$ cat src/rtl/bit_serial_addsub.sv
// Bit-serial adder/subtractor: one full adder processes the operands LSB first,
// one bit per clock, producing SUM/CO/Z after WIDTH cycles with a DONE pulse.
module bit_serial_addsub #(
  parameter int WIDTH = 8
) (
  input  logic             CLK,
  input  logic             nRST,
  input  logic             START,
  input  logic [WIDTH-1:0] A,
  input  logic [WIDTH-1:0] B,
  input  logic             BI,
  input  logic             CI,
  output logic             BUSY,
  output logic             DONE,
  output logic [WIDTH-1:0] SUM,
  output logic             CO,
  output logic             Z
);

  localparam int CW = $clog2(WIDTH);
  localparam logic [CW-1:0] LAST = CW'(WIDTH - 1);

  typedef enum logic [1:0] {S_IDLE, S_RUN, S_DONE} state_t;

  state_t           state;
  logic [WIDTH-1:0] a_sh;
  logic [WIDTH-1:0] b_sh;
  logic             carry;
  logic [CW-1:0]    cnt;

  logic             sum_bit;
  logic             maj;
  logic [WIDTH-1:0] res_shifted;

  assign sum_bit     = a_sh[0] ^ b_sh[0] ^ carry;
  assign maj         = (a_sh[0] & b_sh[0]) | (a_sh[0] & carry) | (b_sh[0] & carry);
  assign res_shifted = {sum_bit, SUM[WIDTH-1:1]};

  always_ff @(posedge CLK or negedge nRST) begin
    if (!nRST) begin
      state <= S_IDLE;
      a_sh  <= '0;
      b_sh  <= '0;
      carry <= 1'b0;
      cnt   <= '0;
      BUSY  <= 1'b0;
      DONE  <= 1'b0;
      SUM   <= '0;
      CO    <= 1'b0;
      Z     <= 1'b0;
    end else begin
      case (state)
        S_IDLE, S_DONE: begin
          DONE <= 1'b0;
          if (START) begin
            a_sh  <= A;
            b_sh  <= BI ? ~B : B;
            carry <= CI;
            cnt   <= '0;
            BUSY  <= 1'b1;
            state <= S_RUN;
          end else begin
            state <= S_IDLE;
          end
        end
        S_RUN: begin
          a_sh  <= a_sh >> 1;
          b_sh  <= b_sh >> 1;
          carry <= maj;
          SUM   <= res_shifted;
          cnt   <= cnt + CW'(1);
          // CO and Z only update once the final bit lands, so they never reflect partial work.
          if (cnt == LAST) begin
            BUSY  <= 1'b0;
            DONE  <= 1'b1;
            CO    <= maj;
            Z     <= ~|res_shifted;
            state <= S_DONE;
          end
        end
        default: begin
          BUSY  <= 1'b0;
          DONE  <= 1'b0;
          state <= S_IDLE;
        end
      endcase
    end
  end

endmodule

$ cat config.mk
export PLATFORM = sky130hd
export DESIGN_NAME = bit_serial_addsub
export DESIGN_NICKNAME = d
export VERILOG_FILES = /design/src/rtl/bit_serial_addsub.sv
export SDC_FILE = /design/constraint.sdc
export NUM_CORES = 1
export LEC_CHECK = 0
export BUFFER_PORTS_ARGS = -buffer_cell sky130_fd_sc_hd__buf_4
export CAP_MARGIN = 20
export CORE_MARGIN = 5
export CORE_UTILIZATION = 50
export CTS_CLUSTER_DIAMETER = 120
export CTS_CLUSTER_SIZE = 12
export DETAILED_ROUTE_END_ITERATION = 6
export PLACE_DENSITY_LB_ADDON = 0.08
export RECOVER_POWER = 100
export REMOVE_ABC_BUFFERS = 1
export SKIP_CTS_REPAIR_TIMING = 1
export SLEW_MARGIN = 20
export SYNTH_ARGS = -nofsm -noshare
export SYNTH_HDL_FRONTEND = slang
export SYNTH_SLANG_ARGS = --single-unit
$ cat constraint.sdc
create_clock -name CLK -period 2.2 [get_ports CLK]
set_clock_uncertainty 0.15 [all_clocks]
set_input_delay 0.11 -clock CLK [delete_from_list [all_inputs] [get_ports CLK]]
set_output_delay 0.11 -clock CLK [all_outputs]
set_load 0.02 [all_outputs]
### Word-level counts from Yosys, hierarchy flattened

Cells that the tools add are included.

| word-level totals | value |
|---|---|
| logic and storage cells | 49 |
| output and inout bits | 12 |
| register bits | 34 |

| operators by class | value |
|---|---|
| reduce and logical (&&, ||, !) cells | 8 |
| $add $sub $neg | 1 |
| mux-type cells | 17 |
| bitwise gates (word level) | 8 |
| equality and inequality tests | 5 |

Operator list:

| kind | count |
|---|---|
| 8-bit case mux with 2 select lines | 2 |
| 8-bit 2-to-1 mux | 3 |
| 8-bit inverter | 1 |
| 8-bit OR reduction | 1 |
| 1-bit 2-to-1 mux | 6 |
| 3-bit case mux with 2 select lines | 1 |
| 2-bit AND reduction | 3 |
| 2-bit != test, second input constant | 2 |
| 1-bit case mux with 2 select lines | 2 |
| 2-bit case mux with 2 select lines | 1 |
| 3-bit by 1-bit adder with 3-bit output, second input constant | 1 |
| 1-bit AND | 3 |
| 3-bit equality test, second input constant | 1 |
| 3-bit 2-to-1 mux | 1 |
| 2-bit by 1-bit equality test with 1-bit output, second input constant | 1 |
| 2-bit equality test, second input constant | 1 |
| 2-bit zero test | 1 |
| 2-bit 2-to-1 mux | 1 |
| 1-bit bitwise OR | 2 |
| 2-bit nonzero test | 1 |
| 2-bit OR reduction | 1 |
| 1-bit bitwise XOR | 2 |
| 1-bit zero test | 1 |

### Depth between registers and ports, before layout

| logic depth | value |
|---|---|
| word-level depth | 4 |
| gate-level depth with buffers | 5 |

### Worst setup path before layout

OpenSTA, ideal clock, no wires.

| path | value |
|---|---|
| path type | register -> register |
| from | register a_sh[0] |
| to | register Z |
| slack | 714 ps |
| clock period less this slack | 1486 ps |
| cell stages (with the launch flop) | 5 |
| setup time | 83 ps |
| buffers on the path | 0 |
| arrival | 1254 ps |
| path through | dfrtp_1 fa_1 nor4_1 nand2_1 o21ai_0 |

| on the way | value |
|---|---|
| longest elaborated chain between the ends | 4 |

Ends and longest elaborated chain:

| element | RTL line | RTL |
|---|---|---|
| start, declared | 26 | `logic [WIDTH-1:0] a_sh;` |
| start signal, assigned | 67 | `a_sh <= a_sh >> 1;` |
| 1-bit bitwise XOR (2 in series) | 35 | `assign sum_bit = a_sh[0] ^ b_sh[0] ^ carry;` |
| net sum_bit | 31 | `logic sum_bit;` |
| 8-bit OR reduction | 77 | `Z <= ~\|res_shifted;` |
| 1-bit zero test | 77 |  |
| end signal, assigned | 77 |  |
| end, declared | 17 | `output logic Z` |

The timed path passes the listed nets, and every way through them passes these cells.
A chain may end at the register's enable or synchronous reset.

### Worst setup path in the final report

| path | value |
|---|---|
| from | register state[0] |
| to | register SUM[4] |

| on the way | value |
|---|---|
| longest elaborated chain between the ends | 1 |

Ends and longest elaborated chain:

| element | RTL line | RTL |
|---|---|---|
| start, declared | 25 | `state_t state;` |
| start signal, assigned | 41 | `state <= S_IDLE;` |
| start signal, assigned | 61 | `state <= S_RUN;` |
| start signal, assigned | 63 | `state <= S_IDLE;` |
| 2-bit by 1-bit equality test with 1-bit output | 52 | `case (state)` |
| end signal, assigned | 70 | `SUM <= res_shifted;` |
| end, declared | 15 | `output logic [WIDTH-1:0] SUM,` |

No other way between the ends.

==> out/metrics.cfg <==
[run_status]
status=finished, violations left
violations=negative hold slack

[run]
max_cap_violations=0

[power_and_ir_drop]
clkPwrFrac_pct=12.6
seqPwrFrac_pct=43.2
p_switching_w=0.000927
ir_worst_vdd_mv=0.967
power.internal_w=0.00157
comb_power_share_pct=44.3
p_total_w=0.00250
power.leakage_nw=0.895
p_per_area_mw_per_mm2=1350
swShare_pct=37.1

[worst_setup_path]
crit_required_ps=2260
cp_max_fo=16
arrival_ps=1640
crit_path_end_kind=flip-flop
r2r_setup_slack_ps=620
r2r-start=state[0]
crit_type=flip-flop to flip-flop
reg2reg_to=SUM[4]
start_kind=flip-flop
r2r_cells=3

[finish]
diodes=0
drive_above_1_share_pct=24.5
finalNetCount=186
multi_input_area_um2=568
postLayoutCellArea_mm2=0.00185
fillerInstances=241
seqCellArea_um2=826
final_common_cell=dfrtp_1
layout_common_cells=33 x dfrtp_1, 23 x buf_4, 15 x clkbuf_1, 14 x dlygate4sd3_1, 12 x a22o_1
area.growth.synth_to_final_pct=27.4

[synthesis]
syn_area_mm2=0.00145
yosysUniqueCellTypes=22
synth-seq-area-share_pct=56.8
ys_ff_latch=33
synth_cells=113
yosysWarnings=0
synth_area_per_cell_um2=12.9

[global_routing]
grt_pass1_wl_mm=4.72
antenna_found_initial=0
grt_overflow=0
grt_usage_pct=14.5
grt_pass1_vias=1021
grt_max_degree=34

[timing]
whs_ps=-15.0
finalHoldViolations=2
fin_crit_ps=1580
slew_headroom_pct=47.5
setup_viol=0
max_freq_ghz=0.633
rsz0062_at_grt=false
worstMarginPinSlew_ps=788
fin_crit_sh_pct=71.8
maxSlewViolCount=0

[clock_network]
cts-buffers-inserted=5
htreeDepth=2
clock-root-buffer=clkbuf_4
cts.sinks=33
clock_latency_ps=320
cts_tree=yes
clk_pin_slew_ps=90
clockBufferDepth=2

[placement]
placed_area_mm2=0.00171
port_buffers=32
hpwl_mm=1.91
gp_congestion=0.762

[floorplanning]
die-height_um=63.9
start_util_pct=52.3
rows=19
ios=33
die-area_mm2=0.00409
die_width_um=63.9
coreArea_mm2=0.00278

[hold_path]
min_path_type=input pin to flip-flop
holdPathEnd=b_sh[1]
holdPathStages=4
hp-start=B[1]

[drt]
wirelength_mm=2.91
via_per_inst=5.32
first_pass_iters=4
via_count=1032
postRouteAntennaNets=0
drt-wirelength-per-cell_um=15.0
route.detailed.drc=0
drtIter0Drc=44

## cell families (layout without fill, tap and decap cells)
logic type	after synthesis	after routing	share of synthesized area [%]
AOI/OAI and AO/OA	30	30	17.2
DFF	33	33	56.8
adders and majority gates	3	3	3.10
muxes	10	10	7.75
and+or+nand+nor	19	19	6.20
xor gates and xnor gates	8	8	4.82
buffers and inverters	10	60	4.13
## Yosys cell counts
cell type  number  area [um^2]
o21ai_0         3         15.0
nand3b_1        1         7.51
nor4_1          2         12.5
xnor2_1         7         61.3
nor2b_1         2         12.5
mux2_2         10          113
nand2_1         3         11.3
a221o_1         7         70.1
nand2b_1        1         6.26
ha_1            2         25.0
a21o_1          8         60.1
dfrtp_1        33          826
a22o_1         12          105
xor2_1          1         8.76
fa_1            1         20.0
buf_2           3         15.0
clkbuf_1        2         7.51
nor2_2          1         6.26
buf_4           1         7.51
buf_6           2         22.5
inv_1           2         7.51
nor2_1          9         33.8
## sequential cells by signal (all words and copies together) (netlist names)
name   cells
CO         1
a_sh       8
b_sh       8
state      2
BUSY       1
SUM        8
Z          1
carry      1
cnt        3
## area by class of cell
cell class	count	area share (%)
Timing Repair Buffer	50	19.6
Tap cell	31	2.09
Clock buffer	8	2.64
Multi-Input combinational cell	70	30.7
Inverter	2	0.405
Sequential cell	33	44.6
## routing by layer
metal	GRT usage, %	wire length, um
met5	0	0
met3	4.73	197
met1	19.1	1310
met4	5.45	30
met2	22.4	1370
## how the worst max path moves through the flow
stage | from | end | cells past startpoint
global route | state[0] | SUM[4] | 3
CTS | cnt[0] | CO | 4
detailed placement | cnt[0] | CO | 4
global placement | a_sh[0] | Z | 4
finish | state[0] | SUM[4] | 3
floorplan | state[1] | b_sh[1] | 3
## metrics by stage
step | hold WS [ps] | utilization [%] | TNS (ps) | worst slack, ps | instances
6_report | -15.0 | 66.6 | 0 | 620 | 194
3_5_place_dp | -78.1 | 61.6 | 0 | 639 | 172
5_1_grt | 0.920 | 66.6 | 0 | 530 | 194
2_1_floorplan | -336 | - | -5700 | -333 | 105
4_1_cts | -434 | 63.3 | 0 | 616 | 180
3_3_place_gp | -84.3 | 61.6 | 0 | 667 | 172
## power by group through the flow
| stage | logic (W) | clock network (W) | registers [W] |
|---|---|---|---|
| after floorplan | 0.000671 | 0 | 0.00116 |
| after global placement | 0.00114 | 0 | 0.00108 |
| after detailed placement | 0.00118 | 0 | 0.00109 |
| after CTS | 0.00118 | 0.000322 | 0.00108 |
| after global routing | 0.00122 | 0.000353 | 0.00112 |
| final | 0.00111 | 0.000314 | 0.00108 |
## worst max-delay path: stages, from the launching register on
cell and delay [ps]:
dfrtp_1 410, nor2b_1 270, buf_4 280, mux2_2 360
Note: power is estimated with default switching activity, not from simulation.
